## config.mk

```make
export PLATFORM = sky130hd
export DESIGN_NAME = imm_ext_arbiter
export DESIGN_NICKNAME = d
export VERILOG_FILES = /design/src/rtl/ext_pkg.sv /design/src/rtl/imm_ext_unit.sv /design/src/rtl/imm_ext_arbiter.sv
export SDC_FILE = /design/constraint.sdc
export NUM_CORES = 1
export LEC_CHECK = 0
export ABC_AREA = 1
export BUFFER_PORTS_ARGS = -buffer_cell sky130_fd_sc_hd__buf_2
export CORE_ASPECT_RATIO = 0.6
export CORE_MARGIN = 1
export CORE_UTILIZATION = 40
export CTS_BUF_LIST = sky130_fd_sc_hd__clkbuf_8
export DETAILED_ROUTE_END_ITERATION = 8
export MAX_ROUTING_LAYER = met4
export PLACE_DENSITY = 0.77
export SETUP_SLACK_MARGIN = 0.3
export SYNTH_ARGS = -nofsm -noshare
export SYNTH_HDL_FRONTEND = slang
export SYNTH_HIERARCHICAL = 1
export SYNTH_SLANG_ARGS = --single-unit
```

## constraint.sdc

```tcl
create_clock -name clk -period 1.7 [get_ports clk]
set_input_delay 0 -clock clk [delete_from_list [all_inputs] [get_ports clk]]
set_output_delay 0 -clock clk [all_outputs]
set_load 0.005 [all_outputs]
```

## src/rtl/ext_pkg.sv

```systemverilog
// Immediate-extension mode encoding shared by the decoder and the
// extension arbiter.
package ext_pkg;

    typedef enum logic [1:0] {
        EXT_SEXT     = 2'b00,  // sign-extend 16 -> 32
        EXT_ZEXT     = 2'b01,  // zero-extend 16 -> 32
        EXT_SEXT_SH2 = 2'b10,  // sign-extend, then word-offset shift by 2
        EXT_UPPER    = 2'b11   // place immediate in the upper half
    } ext_mode_t;

endpackage

```

## src/rtl/imm_ext_unit.sv

```systemverilog
// Combinational 16-to-32-bit immediate extender.
module imm_ext_unit
    import ext_pkg::*;
(
    input  logic [15:0] imm,
    input  ext_mode_t   mode,
    output logic [31:0] result
);

    // Select the extension form for the requested mode.
    always_comb begin
        result = {{16{imm[15]}}, imm};
        case (mode)
            EXT_SEXT:     result = {{16{imm[15]}}, imm};
            EXT_ZEXT:     result = {16'h0000, imm};
            EXT_SEXT_SH2: result = {{14{imm[15]}}, imm, 2'b00};
            EXT_UPPER:    result = {imm, 16'h0000};
            default:      result = {{16{imm[15]}}, imm};
        endcase
    end

endmodule

```

## src/rtl/imm_ext_arbiter.sv

```systemverilog
// Round-robin arbiter time-sharing one immediate extender between NREQ
// requesters, with a single registered output slot and backpressure.
module imm_ext_arbiter
    import ext_pkg::*;
#(
    parameter int NREQ  = 2,
    parameter int ID_W  = 1,
    parameter int CNT_W = 16
) (
    input  logic                 clk,
    input  logic                 rst_n,
    input  logic [NREQ-1:0]      req_valid,
    output logic [NREQ-1:0]      req_ready,
    input  logic [16*NREQ-1:0]   req_imm,
    input  logic [2*NREQ-1:0]    req_mode,
    output logic                 out_valid,
    input  logic                 out_ready,
    output logic [31:0]          out_data,
    output logic [ID_W-1:0]      out_id,
    output logic [CNT_W-1:0]     xfer_count
);

    typedef enum logic {
        SLOT_EMPTY = 1'b0,
        SLOT_FULL  = 1'b1
    } slot_state_t;

    slot_state_t       state_q, state_d;
    logic [ID_W-1:0]   rr_ptr_q, rr_ptr_d;
    logic [ID_W-1:0]   out_id_q, out_id_d;
    logic [31:0]       out_data_q, out_data_d;
    logic [CNT_W-1:0]  xfer_count_q, xfer_count_d;

    logic              can_accept;
    logic              gnt_any;
    logic [ID_W-1:0]   gnt_idx;
    logic [15:0]       sel_imm;
    ext_mode_t         sel_mode;
    logic [31:0]       ext_result;

    // Requester index k positions after base, wrapping modulo NREQ
    // (base is always < NREQ, so one subtraction suffices).
    function automatic logic [ID_W-1:0] rr_index(input logic [ID_W-1:0] base, input int k);
        int s;
        s = int'(base) + k;
        if (s >= NREQ) s = s - NREQ;
        return s[ID_W-1:0];
    endfunction

    // Round-robin pick: first valid requester at or after rr_ptr. The grant
    // depends only on valids, slot state and out_ready, never on the payload.
    always_comb begin
        gnt_any    = 1'b0;
        gnt_idx    = '0;
        can_accept = (state_q == SLOT_EMPTY) || out_ready;
        for (int k = 0; k < NREQ; k++) begin
            if (!gnt_any && req_valid[rr_index(rr_ptr_q, k)]) begin
                gnt_any = 1'b1;
                gnt_idx = rr_index(rr_ptr_q, k);
            end
        end
        gnt_any = gnt_any && can_accept && rst_n;
    end

    // One-hot accept back to the winning requester.
    always_comb begin
        req_ready = '0;
        if (gnt_any) req_ready[gnt_idx] = 1'b1;
    end

    // Grant mux feeding the single shared extender.
    always_comb begin
        sel_imm  = req_imm[int'(gnt_idx)*16 +: 16];
        sel_mode = ext_mode_t'(req_mode[int'(gnt_idx)*2 +: 2]);
    end

    imm_ext_unit u_ext (
        .imm    (sel_imm),
        .mode   (sel_mode),
        .result (ext_result)
    );

    // Slot FSM next state, output register load, pointer advance and
    // saturating handshake count.
    always_comb begin
        state_d      = state_q;
        out_data_d   = out_data_q;
        out_id_d     = out_id_q;
        rr_ptr_d     = rr_ptr_q;
        xfer_count_d = xfer_count_q;

        if (state_q == SLOT_FULL && out_ready && xfer_count_q != '1)
            xfer_count_d = xfer_count_q + CNT_W'(1);

        if (gnt_any) begin
            out_data_d = ext_result;
            out_id_d   = gnt_idx;
            rr_ptr_d   = (gnt_idx == ID_W'(NREQ - 1)) ? '0 : gnt_idx + ID_W'(1);
        end

        case (state_q)
            SLOT_EMPTY: if (gnt_any) state_d = SLOT_FULL;
            SLOT_FULL: begin
                // Drain-and-refill keeps the slot full with no bubble.
                if (gnt_any)        state_d = SLOT_FULL;
                else if (out_ready) state_d = SLOT_EMPTY;
            end
            default: state_d = SLOT_EMPTY;
        endcase
    end

    // State register; reset discards any held result.
    always_ff @(posedge clk or negedge rst_n) begin
        if (!rst_n) begin
            state_q      <= SLOT_EMPTY;
            out_data_q   <= '0;
            out_id_q     <= '0;
            rr_ptr_q     <= '0;
            xfer_count_q <= '0;
        end else begin
            state_q      <= state_d;
            out_data_q   <= out_data_d;
            out_id_q     <= out_id_d;
            rr_ptr_q     <= rr_ptr_d;
            xfer_count_q <= xfer_count_d;
        end
    end

    assign out_valid  = (state_q == SLOT_FULL);
    assign out_data   = out_data_q;
    assign out_id     = out_id_q;
    assign xfer_count = xfer_count_q;

endmodule

```

==> flow_metrics.env <==
export IMPL_status="finished, final reports clean"
export IMPL_yosys_cell_types_count=28
export IMPL_worstSetupEndpointType="flop"
export IMPL_globalRouteOverflowTotal=0
export IMPL_post_synth_top_area_cell="dfrtp_1"
export IMPL_yosysSeqAreaShare_pct=40.19
export IMPL_layout_commonest_cell="nand2_1"
export IMPL_worstSetupStartpointType="flop"
export IMPL_cts_root_buf="clkbuf_8"
export IMPL_layout_area_growth_over_synthesis_pct=43.54
export IMPL_timing_hold_ws_ns=0.1547
export IMPL_power_density_nw_per_um2=886.6
export IMPL_n_fill_cell=689
export IMPL_rsz0062_at_grt="true"
export IMPL_drt_pre_antenna_iters=5
export IMPL_drv_max_cap_violation_count=0
export IMPL_place_detailed_hpwl_microns=6905
export IMPL_cts_inserted_buffers=5
export IMPL_first_pass_grt_wire_length_microns=16420
export IMPL_min_period_over_period_pct=95.98
export IMPL_drt_wl_total_microns=10240
export IMPL_dpl_cells=637
export IMPL_clkTransAtPathRegs_ns=0.10
export IMPL_netlist_area_sq_um=3176
export IMPL_number_of_antenna_violations_at_the_first_check_in_global_routing=0
export IMPL_hold_path_class="in -> reg"
export IMPL_finalNetCount=610
export IMPL_dr_total_vias=3390
export IMPL_final_setup_violation_count=0
export IMPL_drt_drc_violations_left=0
export IMPL_synth_area_per_cell_sq_um=7.104
export IMPL_post_synth_top_area_fraction_pct=40.19
export IMPL_slew_violations=0
export IMPL_ioPinCount=93
export IMPL_routabilityCongestion=0.9160
export IMPL_fmax_ghz=0.6129
export IMPL_total_leakage_power_nw=2.457
export IMPL_antennaDiodeCount=0
export IMPL_cts_htree_levels=2
export IMPL_via_count_of_the_first_global_routing_pass=3154
export IMPL_final_core_occ_pct=60.96
export IMPL_slew_limit_headroom_pct=56.24
export IMPL_drive_above_1_share_pct=42.00
export IMPL_synth_nets=489
export IMPL_wl_met3_microns=686
export IMPL_synthesis_instances=447
export IMPL_design_die_area_sq_um=8311
export IMPL_io_buffers=92
export IMPL_antenna_violating_nets_post_route=0
export IMPL_final_cell_count_no_fill=673
export IMPL_core_area_sq_um=7477
export IMPL_rows=24
export IMPL_finalCriticalPeriod_ns=1.632
export IMPL_route_met2_wl_microns=4476
export IMPL_die_h_microns=71.02
export IMPL_topRoutingLayerUsed="met4"
export IMPL_tritoncts="yes"
export IMPL_critPathArrivalTime_ns=1.88
export IMPL_worstSetupPathType="reg -> reg"
export IMPL_grtUsageTotal_pct=26.88
export IMPL_multiInputGateArea_sq_um=1839
export IMPL_synth_seq_cells=51
export IMPL_floorplan_initialDensity_pct=42.47
export IMPL_cp_required_ns=1.95
export IMPL_clock_sinks=51
export IMPL_die_width_microns=117.0
export IMPL_synth_yosys_warnings=6
export IMPL_tightestPinTransition_ns=0.6564
export IMPL_drt_wirelength_per_cell_microns=15.22
export IMPL_layout_area_seq_sq_um=1282
export IMPL_ir_drop_uv=522.0
export IMPL_worstPathMaxFanout=8
export IMPL_drt_met1_wl_microns=4943
export IMPL_cts_root_to_sink_buffers=2
export IMPL_drtIter0Drc=313
export IMPL_vias_per_cell=5.037
export IMPL_ys_top_cells_by_area="dfrtp_1 40%, nand2_1 20%, o21ai_0 6.8%"
export IMPL_hold_violations=0
export IMPL_worstSkewPairLatency_ns=0.31
export IMPL_clock_skew_final_ns=0.006821
export IMPL_grt_start_max_net_pins=52
export IMPL_leading_cell_types_in_the_layout_fill_and_taps_excluded="156 x nand2_1, 91 x buf_2, 46 x dfrtp_1, 43 x inv_1, 28 x o21ai_1"
-- power by group --
group	switching [mW]	leakage, nW	internal, mW
sequential	0.187	0.652	1.43
combinational	0.831	1.75	0.698
clock	0.448	0.0548	0.444
-- worst max-delay path: stages, from the launching register on --
cell and delay [ns]:
dfrtp_1 0.35, inv_2 0.05, a21oi_4 0.20, inv_4 0.07, nand2_4 0.08, nand2_4 0.08, buf_12 0.15, nor2_4 0.20
nand2_4 0.14, nand3_2 0.09, inv_1 0.04, o21ai_1 0.11
-- cell families after synthesis --
family                   count (synthesis)  share of synthesized area (%)
adder cells (fa/ha/maj)                  1                         0.3939
buffers and inverters                   79                          11.86
flip-flops                              51                          40.19
AND/OR/NAND/NOR                        261                          37.86
XOR/XNOR                                 7                          1.931
AO/OA/AOI/OAI                           48                          7.762
-- sequential cells by signal, summed over array words and instances (netlist names) --
register,flops
out_id,1
out_data,32
xfer_count,16
rr_ptr_q,1
out_valid,1
-- repair_timing --
action | 4_1_cts | 5_1_grt
resized for setup | 55 | 53
pin swaps | 19 | 31
setup endpoints to repair | 46 | 48
hold buffers | 2 | 0
hold endpoints to repair | 52 | 0
cloned | 6 | 0
setup buffers | 14 | 6
-- cells in the mapped netlist --
| cell type | count |
|---|---|
| inv_4 | 1 |
| xor2_1 | 4 |
| buf_8 | 1 |
| nor2_2 | 1 |
| buf_4 | 4 |
| nand4_4 | 1 |
| buf_6 | 6 |
| nand3_2 | 11 |
| nor2_1 | 21 |
| nand2_1 | 172 |
| inv_2 | 1 |
| nand2_2 | 3 |
| dfrtp_1 | 51 |
| inv_1 | 54 |
| ha_1 | 1 |
| nand2_4 | 2 |
| nand3_4 | 1 |
| o21ai_0 | 43 |
| nand4_1 | 3 |
| nand3_1 | 39 |
| xnor2_1 | 3 |
| o21ai_2 | 1 |
| nand3b_1 | 3 |
| a21oi_1 | 3 |
| nor2_4 | 4 |
| clkbuf_1 | 7 |
| buf_2 | 5 |
| o21a_1 | 1 |
-- layer usage --
metal,global-route usage (%),vias up
met2,37.41,146
met1,38.98,1589
met4,7.876,0
met3,5.398,17
li1,-,1638
met5,-,-
-- cell type report --
type	instances	share of cell area (%)
Multi-Input combinational cell	319	40.35
Sequential cell	51	28.14
Timing Repair Buffer	134	21.05
Inverter	56	4.914
Tap cell	104	2.855
Clock buffer	5	1.510
Clock inverter	3	1.016
Timing Repair inverter	1	0.1647
-- per-stage QoR --
stage	area, sq um	power [mW]	TNS [ns]	setup WS, ns
after floorplan	3252	2.277	0	0.1978
after global placement	3824	2.726	0	0.08304
after detailed placement	3824	2.771	-0.01571	-0.01571
after CTS	4389	3.922	0	0.1461
after global routing	4558	4.296	-0.07626	-0.02766
final	4558	4.041	0	0.06840
-- path summary, 6_finish.rpt --
path	start	endpoint	slack (ns)	cells after the start
worst max register to register	rr_ptr_q$_DFFE_PN0P_	out_data[29]$_DFFE_PN0P_	0.07	11
worst min-delay path	req_imm[16]	out_data[0]$_DFFE_PN0P_	0.15	7
worst min register to register	out_data[22]$_DFFE_PN0P_	out_data[22]$_DFFE_PN0P_	0.49	2
worst max-delay path	rr_ptr_q$_DFFE_PN0P_	out_data[29]$_DFFE_PN0P_	0.07	11
max in group asynchronous	rst_n	xfer_count[6]$_DFFE_PN0P_	0.83	3
min in group asynchronous	rst_n	xfer_count[13]$_DFFE_PN0P_	0.39	3
(Power assumes the default switching activity.)
